<file path="src/rtl/stack_access_sequencer.sv">
// Stack-page bus sequencer for 65C02 push/pull sequences of 0..MAX_BYTES bytes.
// Define STACK_BOUNDS_CHECK_EN to enable the sticky stack_wrap page-wrap flag.
module stack_access_sequencer #(
  parameter logic [7:0] STACK_PAGE = 8'h01,
  parameter int         MAX_BYTES  = 3
) (
  input  logic                           fclk,
  input  logic                           reset_n,
  input  logic                           req,
  input  logic                           op_pull,
  input  logic [$clog2(MAX_BYTES+1)-1:0] count,
  input  logic [8*MAX_BYTES-1:0]         push_data,
  output logic                           ready,
  output logic                           done,
  output logic [8*MAX_BYTES-1:0]         pull_data,
  input  logic [7:0]                     sp_in,
  output logic                           sp_increment,
  output logic                           sp_decrement,
  input  logic                           rdy,
  output logic [15:0]                    addr_out,
  output logic [7:0]                     data_out,
  input  logic [7:0]                     data_in,
  output logic                           rw,
  output logic                           stack_wrap
);

  // state        | meaning
  // ST_IDLE      | waiting for req, ready=1
  // ST_PUSH      | write byte[idx] at SP, then decrement
  // ST_PULL_DUMMY| 6502 dummy read at SP, then increment
  // ST_PULL_READ | read byte[idx] at SP, increment unless last
  // ST_DONE      | one-cycle done pulse
  typedef enum logic [2:0] {
    ST_IDLE, ST_PUSH, ST_PULL_DUMMY, ST_PULL_READ, ST_DONE
  } state_t;

  localparam int            CW  = $clog2(MAX_BYTES+1);
  localparam logic [CW-1:0] ONE = CW'(1);

  state_t                 state, state_next;
  logic [CW-1:0]          idx, idx_next;
  logic [CW-1:0]          count_q;
  logic [8*MAX_BYTES-1:0] push_q;
  logic [8*MAX_BYTES-1:0] push_shift;
  logic                   last_read;

  assign push_shift = push_q >> {idx, 3'b000};
  assign last_read  = (idx == count_q - ONE);

  always_ff @(posedge fclk or negedge reset_n) begin
    if (!reset_n) begin
      state     <= ST_IDLE;
      idx       <= '0;
      count_q   <= '0;
      push_q    <= '0;
      pull_data <= '0;
    end else begin
      state <= state_next;
      idx   <= idx_next;
      if (state == ST_IDLE && req) begin
        count_q <= count;
        push_q  <= push_data;
        // a real pull starts from a clean result; count=0 leaves the old one
        if (op_pull && count != '0) pull_data <= '0;
      end
      if (state == ST_PULL_READ && rdy) begin
        for (int b = 0; b < MAX_BYTES; b++) begin
          if (idx == CW'(b)) pull_data[8*b +: 8] <= data_in;
        end
      end
    end
  end

  always_comb begin
    state_next   = state;
    idx_next     = idx;
    ready        = 1'b0;
    done         = 1'b0;
    addr_out     = 16'h0000;
    data_out     = 8'h00;
    rw           = 1'b1;
    sp_increment = 1'b0;
    sp_decrement = 1'b0;
    case (state)
      ST_IDLE: begin
        ready = 1'b1;
        if (req) begin
          if (count == '0) begin
            state_next = ST_DONE;
          end else if (op_pull) begin
            state_next = ST_PULL_DUMMY;
          end else begin
            state_next = ST_PUSH;
            idx_next   = count - ONE;
          end
        end
      end
      ST_PUSH: begin
        addr_out     = {STACK_PAGE, sp_in};
        data_out     = push_shift[7:0];
        rw           = 1'b0;
        sp_decrement = rdy;
        if (rdy) begin
          if (idx == '0) state_next = ST_DONE;
          else           idx_next   = idx - ONE;
        end
      end
      ST_PULL_DUMMY: begin
        addr_out     = {STACK_PAGE, sp_in};
        sp_increment = rdy;
        if (rdy) begin
          state_next = ST_PULL_READ;
          idx_next   = '0;
        end
      end
      ST_PULL_READ: begin
        addr_out = {STACK_PAGE, sp_in};
        if (rdy) begin
          if (last_read) begin
            state_next = ST_DONE;
          end else begin
            sp_increment = 1'b1;
            idx_next     = idx + ONE;
          end
        end
      end
      ST_DONE: begin
        done       = 1'b1;
        state_next = ST_IDLE;
      end
      default: state_next = ST_IDLE;
    endcase
  end

`ifdef STACK_BOUNDS_CHECK_EN
  logic wrap_q;

  always_ff @(posedge fclk or negedge reset_n) begin
    if (!reset_n) begin
      wrap_q <= 1'b0;
    end else if ((sp_decrement && sp_in == 8'h00) ||
                 (sp_increment && sp_in == 8'hFF)) begin
      wrap_q <= 1'b1;
    end
  end

  assign stack_wrap = wrap_q;
`else
  assign stack_wrap = 1'b0;
`endif

endmodule

</file>
<file path="config.mk">
export PLATFORM = sky130hd
export DESIGN_NAME = stack_access_sequencer
export DESIGN_NICKNAME = d
export VERILOG_FILES = /design/src/rtl/stack_access_sequencer.sv
export SDC_FILE = /design/constraint.sdc
export NUM_CORES = 1
export LEC_CHECK = 0
export CELL_PAD_IN_SITES_DETAIL_PLACEMENT = 0
export CELL_PAD_IN_SITES_GLOBAL_PLACEMENT = 2
export CORE_ASPECT_RATIO = 1.25
export CORE_MARGIN = 4
export CORE_UTILIZATION = 25
export CTS_CLUSTER_SIZE = 8
export DETAILED_ROUTE_END_ITERATION = 8
export GPL_TIMING_DRIVEN = 0
export PLACE_DENSITY = 0.8
export SYNTH_ARGS = -nofsm -noshare
export SYNTH_HDL_FRONTEND = slang
export SYNTH_SLANG_ARGS = --single-unit
</file>
<file path="constraint.sdc">
create_clock -name fclk -period 2.6 [get_ports fclk]
set_input_delay 0.26 -clock fclk [delete_from_list [all_inputs] [get_ports fclk]]
set_output_delay 0.26 -clock fclk [all_outputs]
set_load 0.01 [all_outputs]
</file>
* Yosys cells after proc, flatten, opt, wreduce, memory -nomap -nowiden
Cells that the tools add are included.
Cells by class: equality and inequality tests 17, mux-type cells 33, shifts and indexed selects 1, $add $sub $neg 4, reductions and logical operators 11
Operator list (count):
- $mux 24 | 3
- $mux 8 | 4
- $shr 24x5->8 | 1
- $mux 3 | 7
- $ne 2x2->1 const B | 10
- $mux 2 | 9
- $pmux 3 s4 | 1
- $mux 9 | 1
- $reduce_and 9->1 | 1
- $pmux 2 s4 | 1
- $eq 3x2->1 const B | 2
- $mux 1 | 6
- $reduce_and 6->1 | 1
- $sub 2x1->2 const B | 3
- $logic_not 2->1 | 2
- $reduce_bool 4->1 | 1
- $eq 3x1->1 const B | 1
- $eq 3x3->1 const B | 1
- $logic_and 1x1->1 | 3
- $logic_not 3->1 | 1
- $reduce_or 3->1 | 1
- $add 2x1->2 const B | 1
- $eq 2x1->1 const B | 1
- $eq 2x2->1 | 1
- 3 further kinds | 3
Storage, ports and cells: output and inout port bits 54, logic and storage cells 71, register bits 55, input port bits 47

* Depth between registers and ports, before layout
depth in word-level cells 6, gate-level depth with buffers 8, gate-level depth less buffers 6

* Worst setup path after synthesis
No wires, ideal clock.
kind register to register, from register idx[1], to register idx[0], library setup time 128 ps, clock period less this slack 2022 ps, data required time 2472 ps, cell stages (with the launch flop) 8, path buffers 1, setup slack 578 ps, arrival 1895 ps, cells stage by stage dfrtp_1 > clkbuf_1 > inv_1 > ha_1 > nor2b_1 > nor3_1 > a221oi_2 > mux2_1
Between the ends: cells in the longest elaborated chain, start to end 3, elaborated cells between the ends (all ways) 5, those cells by class eq/ne (3); reduce/logical (2)
RTL lines:
- start, declared | RTL line 41 | logic [CW-1:0] idx, idx_next;
- start signal, assigned | RTL line 59 | idx <= idx_next;
- $eq 2x2->1 / $logic_not 2->1 (equally long branches) | RTL line 48, 104
- $ne 2x2->1 (no source line)
- $reduce_and 9->1 (no source line) *
Mark *: on every way between the ends. The rest lies on a longest branch, timed or not. A chain may end at the register's enable or synchronous reset.

* Worst setup path after layout
from register state[2], to output data_out[1]
Between the ends: cells in the longest elaborated chain, start to end 2
RTL lines:
- start, declared | RTL line 40 | state_t state, state_next;
- start signal, assigned | RTL line 58 | state <= state_next;
- $eq 3x1->1 | RTL line 84 | case (state)
- $mux 8 | RTL line 84
- end, declared | RTL line 21 | output logic [7:0] data_out,
Every way passes these cells.

==> results.sh <==
export IMPL_status="completed"
export IMPL_die_w_um=101
export IMPL_std_cell_rows=42
export IMPL_crit_path_max_incr_delay_ns=0.56
export IMPL_synth_edf_count=0
export IMPL_n_antenna_cell=0
export IMPL_synth_top_area_share_pct=50.6
export IMPL_clockBufferDepth=2
export IMPL_avgSynthCellArea_um2=8.67
export IMPL_timing_final_crit_period_ns=2.46
export IMPL_use_met1_pct=14.7
export IMPL_dpl_cell_area_um2=3850
export IMPL_nFillCells=1098
export IMPL_maxCapViolCount=0
export IMPL_ys_seq_area_share_pct=50.6
export IMPL_ys_types=26
export IMPL_dr_first_iter_drc_count=71
export IMPL_dp_slack_ns=0.170
export IMPL_fp_dieH_um=125
export IMPL_synth_ff_type="dfrtp_1"
export IMPL_fin_util_pct=37.8
export IMPL_cp_slowest_cell="clkdlybuf4s50_1"
export IMPL_antenna_left=0
export IMPL_pwr_share_clk_pct=16.5
export IMPL_total_power_mw=4.41
export IMPL_cp_arrival_ns=2.20
export IMPL_crit_path_start_kind="register"
export IMPL_p_sw_mw=1.60
export IMPL_powerDensity_nw_per_um2=1100
export IMPL_fmax_ghz=0.406
export IMPL_slew_limit_headroom_pct=51.7
export IMPL_insertion_delay_ns=0.28
export IMPL_clk_pin_slew_worst_paths_ns=0.07
export IMPL_wire_per_inst_um=13.4
export IMPL_coreArea_um2=10600
export IMPL_crit_type="register to output pin"
export IMPL_path_cells="clkbuf_1, nand2b_1, nand2b_2, nor2_1, clkdlybuf4s50_1"
export IMPL_initial_utilization_pct=25.6
export IMPL_p_leak_nw=1.79
export IMPL_hold_violations=0
export IMPL_worst_r2r_cell_count=6
export IMPL_synth_async_sr_flop_share_pct=100
export IMPL_vias_per_cell=4.34
export IMPL_yosysMostFrequentCell="nand2_1"
export IMPL_first_pass_iters=5
export IMPL_io_pins=101
export IMPL_grt_antenna_before_repair=0
export IMPL_root_buffer="clkbuf_16"
export IMPL_yosys_warnings=0
export IMPL_dieArea_um2=12600
export IMPL_wl_mm=7.39
export IMPL_seqPwrFrac_pct=33.6
export IMPL_stdcell_area_um2=4020
export IMPL_cp_end_kind="output pin"
export IMPL_worstHoldPathType="primary input to async pin"
export IMPL_areaGrowthSynthToFinish_pct=47.5
export IMPL_h_tree_depth=2
export IMPL_clock_sinks=55
export IMPL_met2_usage_pct=20.2
export IMPL_grt_start_max_net_pins=29
export IMPL_fin_ws_ns=0.136
export IMPL_gp_congestion=0.734
export IMPL_first_global_vias=2388
export IMPL_r2r_end="pull_data[11]"
export IMPL_synth_top_cells_by_count="104 x nand2_1, 55 x dfrtp_1, 31 x o21ai_0"
export IMPL_final_layout_size_suffix_gt1_share_pct=8.81
export IMPL_netlist_area_um2=2720
export IMPL_io_buffers=92
export IMPL_route_detailed_drc=0
export IMPL_num_vias=2397
export IMPL_reg2reg_slack_ns=0.36
export IMPL_clock_skew_ns=0.00628
export IMPL_cts_tree="yes"
export IMPL_setup_viol=0
export IMPL_worstReg2RegStart="state[2]"
export IMPL_grt_busiest_layer="met2"
export IMPL_synth_top_area_cell="dfrtp_1"
export IMPL_grt_use_met3_pct=2.46
export IMPL_worst_pin_slew_ns=0.722
export IMPL_grt_overflow_total=0
export IMPL_period_share_pct=94.8
export IMPL_cts_made_buffers=5
export IMPL_synth_top_cells_by_area="dfrtp_1 51%, nand2_1 14%, o21ai_0 5.7%"
export IMPL_cp_data_required_time_ns=2.34
export IMPL_ys_ff_latch=55
export IMPL_postCtsSetupBuffers=0
export IMPL_dp_hpwl_mm=5.83
export IMPL_hold_worst_slack_ns=0.0128
export IMPL_grt_use_total_pct=11.7
export IMPL_rsz0062_at_grt="no"
export IMPL_synth_cells=314
export IMPL_power_frac_comb_pct=49.8
export IMPL_fin_nets=471
export IMPL_grt_pass1_wl_mm=11.9
export IMPL_switching_share_pct=36.2
export IMPL_p_int_mw=2.81
export IMPL_finalMaxSlewViolations=0
export IMPL_critPathMaxFanout=10
export IMPL_vdd_drop_max_mv=0.354
-- flip-flops by register name, summed over array words and instances, names as in the netlist --
name       flops
pull_data     24
idx            2
push_q        24
state          3
count_q        2
-- critical path: cells and delay by family, from the launching register on --
kind / cells / cell delay (ns)
buf+inv: 2 / 0.78
flops: 1 / 0.36
simple gates: 3 / 0.77
-- per-layer routing --
layer / wire [µm] / vias up
li1: - / 1207
met1: 3230 / 1113
met2: 3690 / 75
met3: 441 / 2
met4: 30 / 0
met5: 0 / -
-- placed cells by master, fill, tap and decap left out, types with 2 or more instances in the layout --
cell type        instances
a21oi_1                 11
a31oi_1                  2
and2_1                  10
and3_1                   4
buf_2                    6
buf_4                    8
clkbuf_1                11
clkbuf_16                5
clkbuf_2                 2
clkdlybuf4s50_1         91
conb_1                   8
dfrtp_1                 55
ha_1                     4
inv_1                    6
mux2_2                   8
mux2i_1                 11
nand2_1                104
nand2b_1                 4
nand3b_1                 3
nor2_1                  19
nor2_2                   2
nor2b_1                  2
nor3_1                   3
o21ai_0                 31
o22ai_1                  2
-- power by group through the flow --
| stage | combinational [mW] | clock [mW] | sequential, mW |
|---|---|---|---|
| 6_report | 2.20 | 0.729 | 1.48 |
| 5_1_grt | 2.47 | 0.786 | 1.54 |
| 4_1_cts | 2.25 | 0.761 | 1.49 |
| 3_5_place_dp | 2.23 | 0 | 1.51 |
| 3_3_place_gp | 2.21 | 0 | 1.50 |
| 2_1_floorplan | 1.17 | 0 | 1.53 |
-- final cells by class --
class / count / area [µm²] / area share, %
clock inverters: 1 / 30.0 / 0.748
well taps: 132 / 165 / 4.11
flip-flops and latches: 55 / 1380 / 34.3
repair buffers: 93 / 936 / 23.3
multi-input cells: 233 / 1220 / 30.4
inverters: 7 / 26.3 / 0.654
clock buffers: 6 / 129 / 3.21
plain buffers: 25 / 133 / 3.30
-- stage by stage --
stage / TNS [ns] / cells
after floorplan: 0 / 321
after detailed placement: 0 / 546
after global routing: 0 / 552
after CTS: 0 / 552
final: 0 / 552
after global placement: -28.03 / 545
-- repair_timing --
item                                    CTS  global route
hold buffers                              0             0
gates resized for setup                   3             3
endpoints found under the setup margin   10            11
-- worst max-delay path by stage --
stage,startpoint,end,slack (ns),cells past startpoint
floorplan,idx[1],idx[0],0.58,7
global placement,reset_n,push_q[20],-0.51,1
detailed placement,idx[1],pull_data[7],0.17,8
CTS,idx[1],data_out[2],0.03,6
global route,state[2],data_out[5],0.01,5
finish,state[2],data_out[1],0.14,5
-- kinds of logic (layout without fill, tap and decap cells) --
kind of cell | Yosys count | after routing | share of synthesized area [%]
and+or+nand+nor | 153 | 153 | 24.3
DFF | 55 | 55 | 50.6
AOI/OAI and AO/OA | 47 | 47 | 9.19
buffers and inverters | 33 | 132 | 5.88
muxes | 20 | 20 | 7.77
adders and majority gates | 4 | 4 | 1.84
other | 1 | 8 | 0.138
xor gates and xnor gates | 1 | 1 | 0.322
(Power assumes the default switching activity.)
==> variant 1, RTL diff (config.mk and constraints unchanged) <==
The 5 states of `state_t` get a one-hot encoding in 5 bits.
--- a/src/rtl/stack_access_sequencer.sv
+++ b/src/rtl/stack_access_sequencer.sv
@@ -30,8 +30,8 @@
   // ST_PULL_DUMMY| 6502 dummy read at SP, then increment
   // ST_PULL_READ | read byte[idx] at SP, increment unless last
   // ST_DONE      | one-cycle done pulse
-  typedef enum logic [2:0] {
-    ST_IDLE, ST_PUSH, ST_PULL_DUMMY, ST_PULL_READ, ST_DONE
+  typedef enum logic [4:0] {
+    ST_IDLE = 5'b00001, ST_PUSH = 5'b00010, ST_PULL_DUMMY = 5'b00100, ST_PULL_READ = 5'b01000, ST_DONE = 5'b10000
   } state_t;
 
   localparam int            CW  = $clog2(MAX_BYTES+1);
Check against the original RTL: no difference found for any inputs over 4 cycles, from zero or initial values and one cycle with reset_n low; so few cycles prove little.
==> variant 1 against the original RTL <==
Sequential cell count rose by 2. Power shrank 11%. Area after synthesis grew 1.8%. Routed wire length is essentially flat. Largest power group unchanged. Final area rose by 5.3%. Setup slack improved by 5.2 ps. Cell count shrank 13%.
==> variant 1: results (changes against the original RTL) <==
| Metric | Value |
|---|---|
| Outcome | `completed (unchanged)` |
| Area fraction in compound gates after synthesis | `0.1331 (was 0.09191)` |
| Share of layout cells above drive strength 1 | `0.2120 (was 0.08810)` |
| Largest net degree at the start of global routing | `33 (was 29)` |
| Gpl congestion | `0.7511 (was 0.7343)` |
| Minimum clock period | `2459 ps (was 2464 ps)` |
| Critical path endpoint | `data_out[3] (was data_out[1])` |
| Largest registers | `pull_data x24, push_q x24, state x5 (was pull_data x24, push_q x24, state x3)` |
| Inst Count DP | `464 (was 546)` |
| Pre-Repair DR Iteration Count | `4 (was 5)` |
| WL/cell | `15.36 um (was 13.38 um)` |
| Post-place setup slack | `122.7 ps (was 169.7 ps)` |
| DRT met1 WL | `3197 um (was 3225 um)` |
| Mux cell area share after synthesis | `0.1417 (was 0.07767)` |
| Top post-synthesis cells by area | `dfrtp_1 (51%), mux2_2 (9.7%), a22o_1 (7.9%), mux2i_1 (3.6%), nor2_1 (2.8%) (was dfrtp_1 (51%), nand2_1 (14%), o21ai_0 (5.7%), mux2i_1 (4.0%), mux2_2 (3.3%))` |
| Hold_ws | `495.1 ps (was 12.84 ps)` |
| Syn Area/Cell | `11.95 um2 (was 8.671 um2)` |
| GR met3 Demand/Resource | `0.03982 (was 0.02465)` |
| M1 GR Usage | `0.1480 (was 0.1475)` |
| First-pass GRT wire length | `12140 um (was 11850 um)` |
| Sequential share of the synthesized area | `0.5149 (was 0.5055)` |
| # fillers | `1068 (was 1098)` |
| Cts bufs inserted | `9 (was 5)` |
| Setup Fix Bufs, Post-CTS | `1 (was 0)` |
| H-tree depth | `3 (was 2)` |
| Adder and majority gate portion of the synthesized area | `0.01805 (was 0.01838)` |
| Clk_skew | `6.962 ps (was 6.275 ps)` |
| Clock transition at path regs | `50 ps (was 70 ps)` |
| R2R depth | `7 (was 6)` |
| Placed Area | `0.003900 mm2 (was 0.003850 mm2)` |
| Met2 GRT Util | `0.1971 (was 0.2022)` |
| Vias in the first global route | `2433 (was 2388)` |
| Post-cts sizing count | `4 (was 3)` |
| GRT Resource Usage Total | `0.1211 (was 0.1166)` |
| Worst Setup SP | `state[4] (was state[2])` |
| Most frequent cells after synthesis | `dfrtp_1 (56), a22o_1 (25), mux2_2 (24) (was nand2_1 (104), dfrtp_1 (55), o21ai_0 (31))` |
| Reg-to-reg endpoint | `idx[1] (was pull_data[11])` |
| Finished Layout Cells | `481 (was 552)` |
| DPL Wire Length | `5663 um (was 5833 um)` |
| Routed wl met2 | `3586 um (was 3690 um)` |
| Xor and xnor area share after synthesis | `0.006318 (was 0.003217)` |
| Detailed-route via count | `2171 (was 2397)` |
| VDD IR max | `0.0004022 V (was 0.0003540 V)` |
| R2R setup slack | `550 ps (was 360 ps)` |
| Clk Latency, worst-skew pair | `320 ps (was 280 ps)` |
| Synth cell types | `41 (was 26)` |
| Leak pwr | `1.895 nW (was 1.789 nW)` |
| Worst Tran Pin Value | `619.6 ps (was 722.2 ps)` |
==> variant 1: changes by cell type in the layout (fill, tap and decap cells not counted), sizes merged, moves of 3 or more <==
| cell | change |
|---|---|
| nand3b | -3 |
| mux2 | +17 |
| nor2 | +3 |
| clkbuf | -5 |
| nor3b | +3 |
| o21ai | -28 |
| nand2b | -5 |
| a22o | +26 |
| buf | +6 |
| nand2 | -97 |
==> variant 1: power breakdown <==
part	switching [mW]	internal [mW]	leakage, nW	total, mW
combinational	0.660	0.773	1.02	1.43
clock	0.394	0.793	0.149	1.19
sequential	0.173	1.15	0.730	1.33
==> variant 1: layout make-up <==
cell class	instances	area, um2	share of cell area
timing repair buffer	95	952.2	0.2252
tap	132	165.2	0.03906
buffer	19	128.9	0.03048
clock buffer	12	256.5	0.06067
multi-input combinational	154	1216	0.2877
clock inverter	4	51.30	0.01213
inverter	8	30.03	0.007103
sequential	57	1428	0.3377
==> variant 2, RTL diff (config.mk and constraints unchanged) <==
Made on the original files. The parameter `MAX_BYTES` goes from 3 to 2.
--- a/src/rtl/stack_access_sequencer.sv
+++ b/src/rtl/stack_access_sequencer.sv
@@ -2,7 +2,7 @@
 // Define STACK_BOUNDS_CHECK_EN to enable the sticky stack_wrap page-wrap flag.
 module stack_access_sequencer #(
   parameter logic [7:0] STACK_PAGE = 8'h01,
-  parameter int         MAX_BYTES  = 3
+  parameter int         MAX_BYTES  = 2
 ) (
   input  logic                           fclk,
   input  logic                           reset_n,
Ports: changed (resized pull_data and push_data); port bits go from 101 to 85. No check against the original RTL was run, so the function may have changed too.
==> variant 2 against the original RTL <==
Count of clock-buffer cells in the layout unchanged. Routed wire length is 32% lower. Setup slack worse by 4.9 ps. Maximum frequency decreased by 0.20%. Sequential cell count shrank 16. Power down 28%. Final area decreased by 26%. Non-clock buffer count down 25. Clock power down 49%. Area after synthesis is 27% lower. Critical path type unchanged.
==> variant 2: results (changes against the original RTL) <==
| Metric | Value |
|---|---|
| Most frequent cells after synthesis | `dfrtp_1 (39), mux2_2 (21), nor2_1 (17) (was nand2_1 (104), dfrtp_1 (55), o21ai_0 (31))` |
| Largest registers | `pull_data x16, push_q x16, state x3 (was pull_data x24, push_q x24, state x3)` |
| Number of vias per cell | `4.469 (was 4.342)` |
| Root buffer cell | `clkbuf_8 (was clkbuf_16)` |
| Worst EP arrival | `2210 ps` |
| Synthesized area | `0.001989 mm2 (was 0.002723 mm2)` |
| Pre-Repair DR Iteration Count | `4 (was 5)` |
| R2r startpoint | `idx[0] (was state[2])` |
| Gpl congestion | `0.7376 (was 0.7343)` |
| Nets | `302 (was 471)` |
| Worst Path Max Fanout | `8 (was 10)` |
| Leak pwr | `1.294 nW (was 1.789 nW)` |
| Share of layout cells above drive strength 1 | `0.1853 (was 0.08810)` |
| Largest net degree at the start of global routing | `40 (was 29)` |
| VDD IR max | `0.0004897 V (was 0.0003540 V)` |
| # fillers | `760 (was 1098)` |
| Cell Int Power | `2.033 mW (was 2.813 mW)` |
| Inst Count DP | `349 (was 546)` |
| Rel. slew slack | `0.4030 (was 0.5165)` |
| Vias in the first global route | `1569 (was 2388)` |
| Final wirelength | `5016 um (was 7388 um)` |
| Outcome | `completed (unchanged)` |
| GRT Resource Usage Total | `0.1062 (was 0.1166)` |
| First-pass GRT wire length | `7762 um (was 11850 um)` |
| Count of port buffers added during placement | `76 (was 92)` |
| Setup Fix Bufs, Post-CTS | `0 (unchanged)` |
| DPL Wire Length | `3699 um (was 5833 um)` |
| Synth cell types | `33 (was 26)` |
| WL/cell | `14.17 um (was 13.38 um)` |
| Top post-synthesis cells by area | `dfrtp_1 (49%), mux2_2 (12%), a22o_1 (7.0%), mux2i_1 (5.0%), buf_4 (3.4%) (was dfrtp_1 (51%), nand2_1 (14%), o21ai_0 (5.7%), mux2i_1 (4.0%), mux2_2 (3.3%))` |
| Sequential share of the synthesized area | `0.4906 (was 0.5055)` |
| Post-Syn Instances | `171 (was 314)` |
| Worst Hold Class | `in -> async (unchanged)` |
| Clk_skew | `9.346 ps (was 6.275 ps)` |
| Starting DRT DRC Count | `44 (was 71)` |
==> variant 2: cell count changes in the layout (fill, tap and decap cells not counted), sizes merged, moves of 4 or more <==
| cell | before | now |
|---|---|---|
| a21oi | 11 | 0 |
| a22o | 0 | 16 |
| and2 | 10 | 2 |
| and3 | 4 | 8 |
| clkbuf | 18 | 9 |
| clkdlybuf4s50 | 91 | 75 |
| dfrtp | 55 | 39 |
| mux2 | 9 | 21 |
| nand2 | 104 | 2 |
| nor2 | 21 | 17 |
| o21ai | 31 | 1 |
==> variant 2: path summary, 6_finish.rpt <==
kind                            endpoint  cells after the start  slack [ps]
max reg2reg                       idx[0]                      7         330
max                          data_out[1]                      6         130
min                         pull_data[3]                      1         100
min reg2reg                pull_data[14]                      1         500
min in group fclk          pull_data[14]                      1         500
max in group asynchronous      push_q[9]                      1        1940
==> variant 2: power by group through the flow <==
stage               combinational, mW  clock, mW  sequential [mW]
CTS                              1.81      0.392             1.02
detailed placement               1.80          0             1.03
global route                     1.93      0.417             1.05
finish                           1.77      0.374             1.02
floorplan                        1.06          0             1.02
global placement                 1.79          0             1.03
==> variant 2: layout make-up <==
type	count	area, um2	area share
Inverter	8	30.03	0.01013
Timing Repair Buffer	76	755.7	0.2550
Multi-Input combinational cell	113	902.1	0.3043
Tap cell	95	118.9	0.04010
Buffer	17	108.9	0.03672
Clock buffer	6	72.57	0.02448
Sequential cell	39	975.9	0.3293
==> variant 2: logic make-up (layout without fill, tap and decap cells) <==
group	Yosys count	in the layout	synth area share
and+or+nand+nor	43	43	0.1258
xor gates and xnor gates	1	1	0.004403
adders and majority gates	3	3	0.01887
DFF	39	39	0.4906
muxes	31	31	0.1692
buffers and inverters	26	107	0.07169
AOI/OAI and AO/OA	27	27	0.1176
other	1	8	0.001885
==> variant 2: per-stage QoR <==
step                      total power, mW  worst slack, ps  utilization  hold WS (ps)  area [um2]
after floorplan                     2.081            605.0            -        -35.59        2016
after global placement              2.818            235.7       0.3715         484.6        2895
after detailed placement            2.821            255.9       0.3709         427.5        2890
after CTS                           3.217            102.8       0.3804         118.2        2964
after global routing                3.398            27.84       0.3804         160.6        2964
final                               3.160            130.9       0.3804         97.80        2964
==> variant 2: routing by layer <==
metal,global-route usage,up-vias,share of wire
met1,0.1348,752,0.43
li1,-,766,-
met5,0,-,0
met3,0.03599,5,0.089
met2,0.1686,59,0.46
met4,0.03289,0,0.013
==> variant 2: worst max-delay path: stages (launching register included) <==
cell,delay (ps)
dfrtp_1,370
buf_6,130
nand2b_1,130
buf_2,180
or3_4,400
nor2_1,150
clkdlybuf4s50_1,550
==> variant 2: repair_timing <==
| action | CTS | global route |
|---|---|---|
| hold endpoints to repair | 0 | 0 |
| resized for setup | 1 | 0 |
| setup endpoints to repair | 8 | 0 |
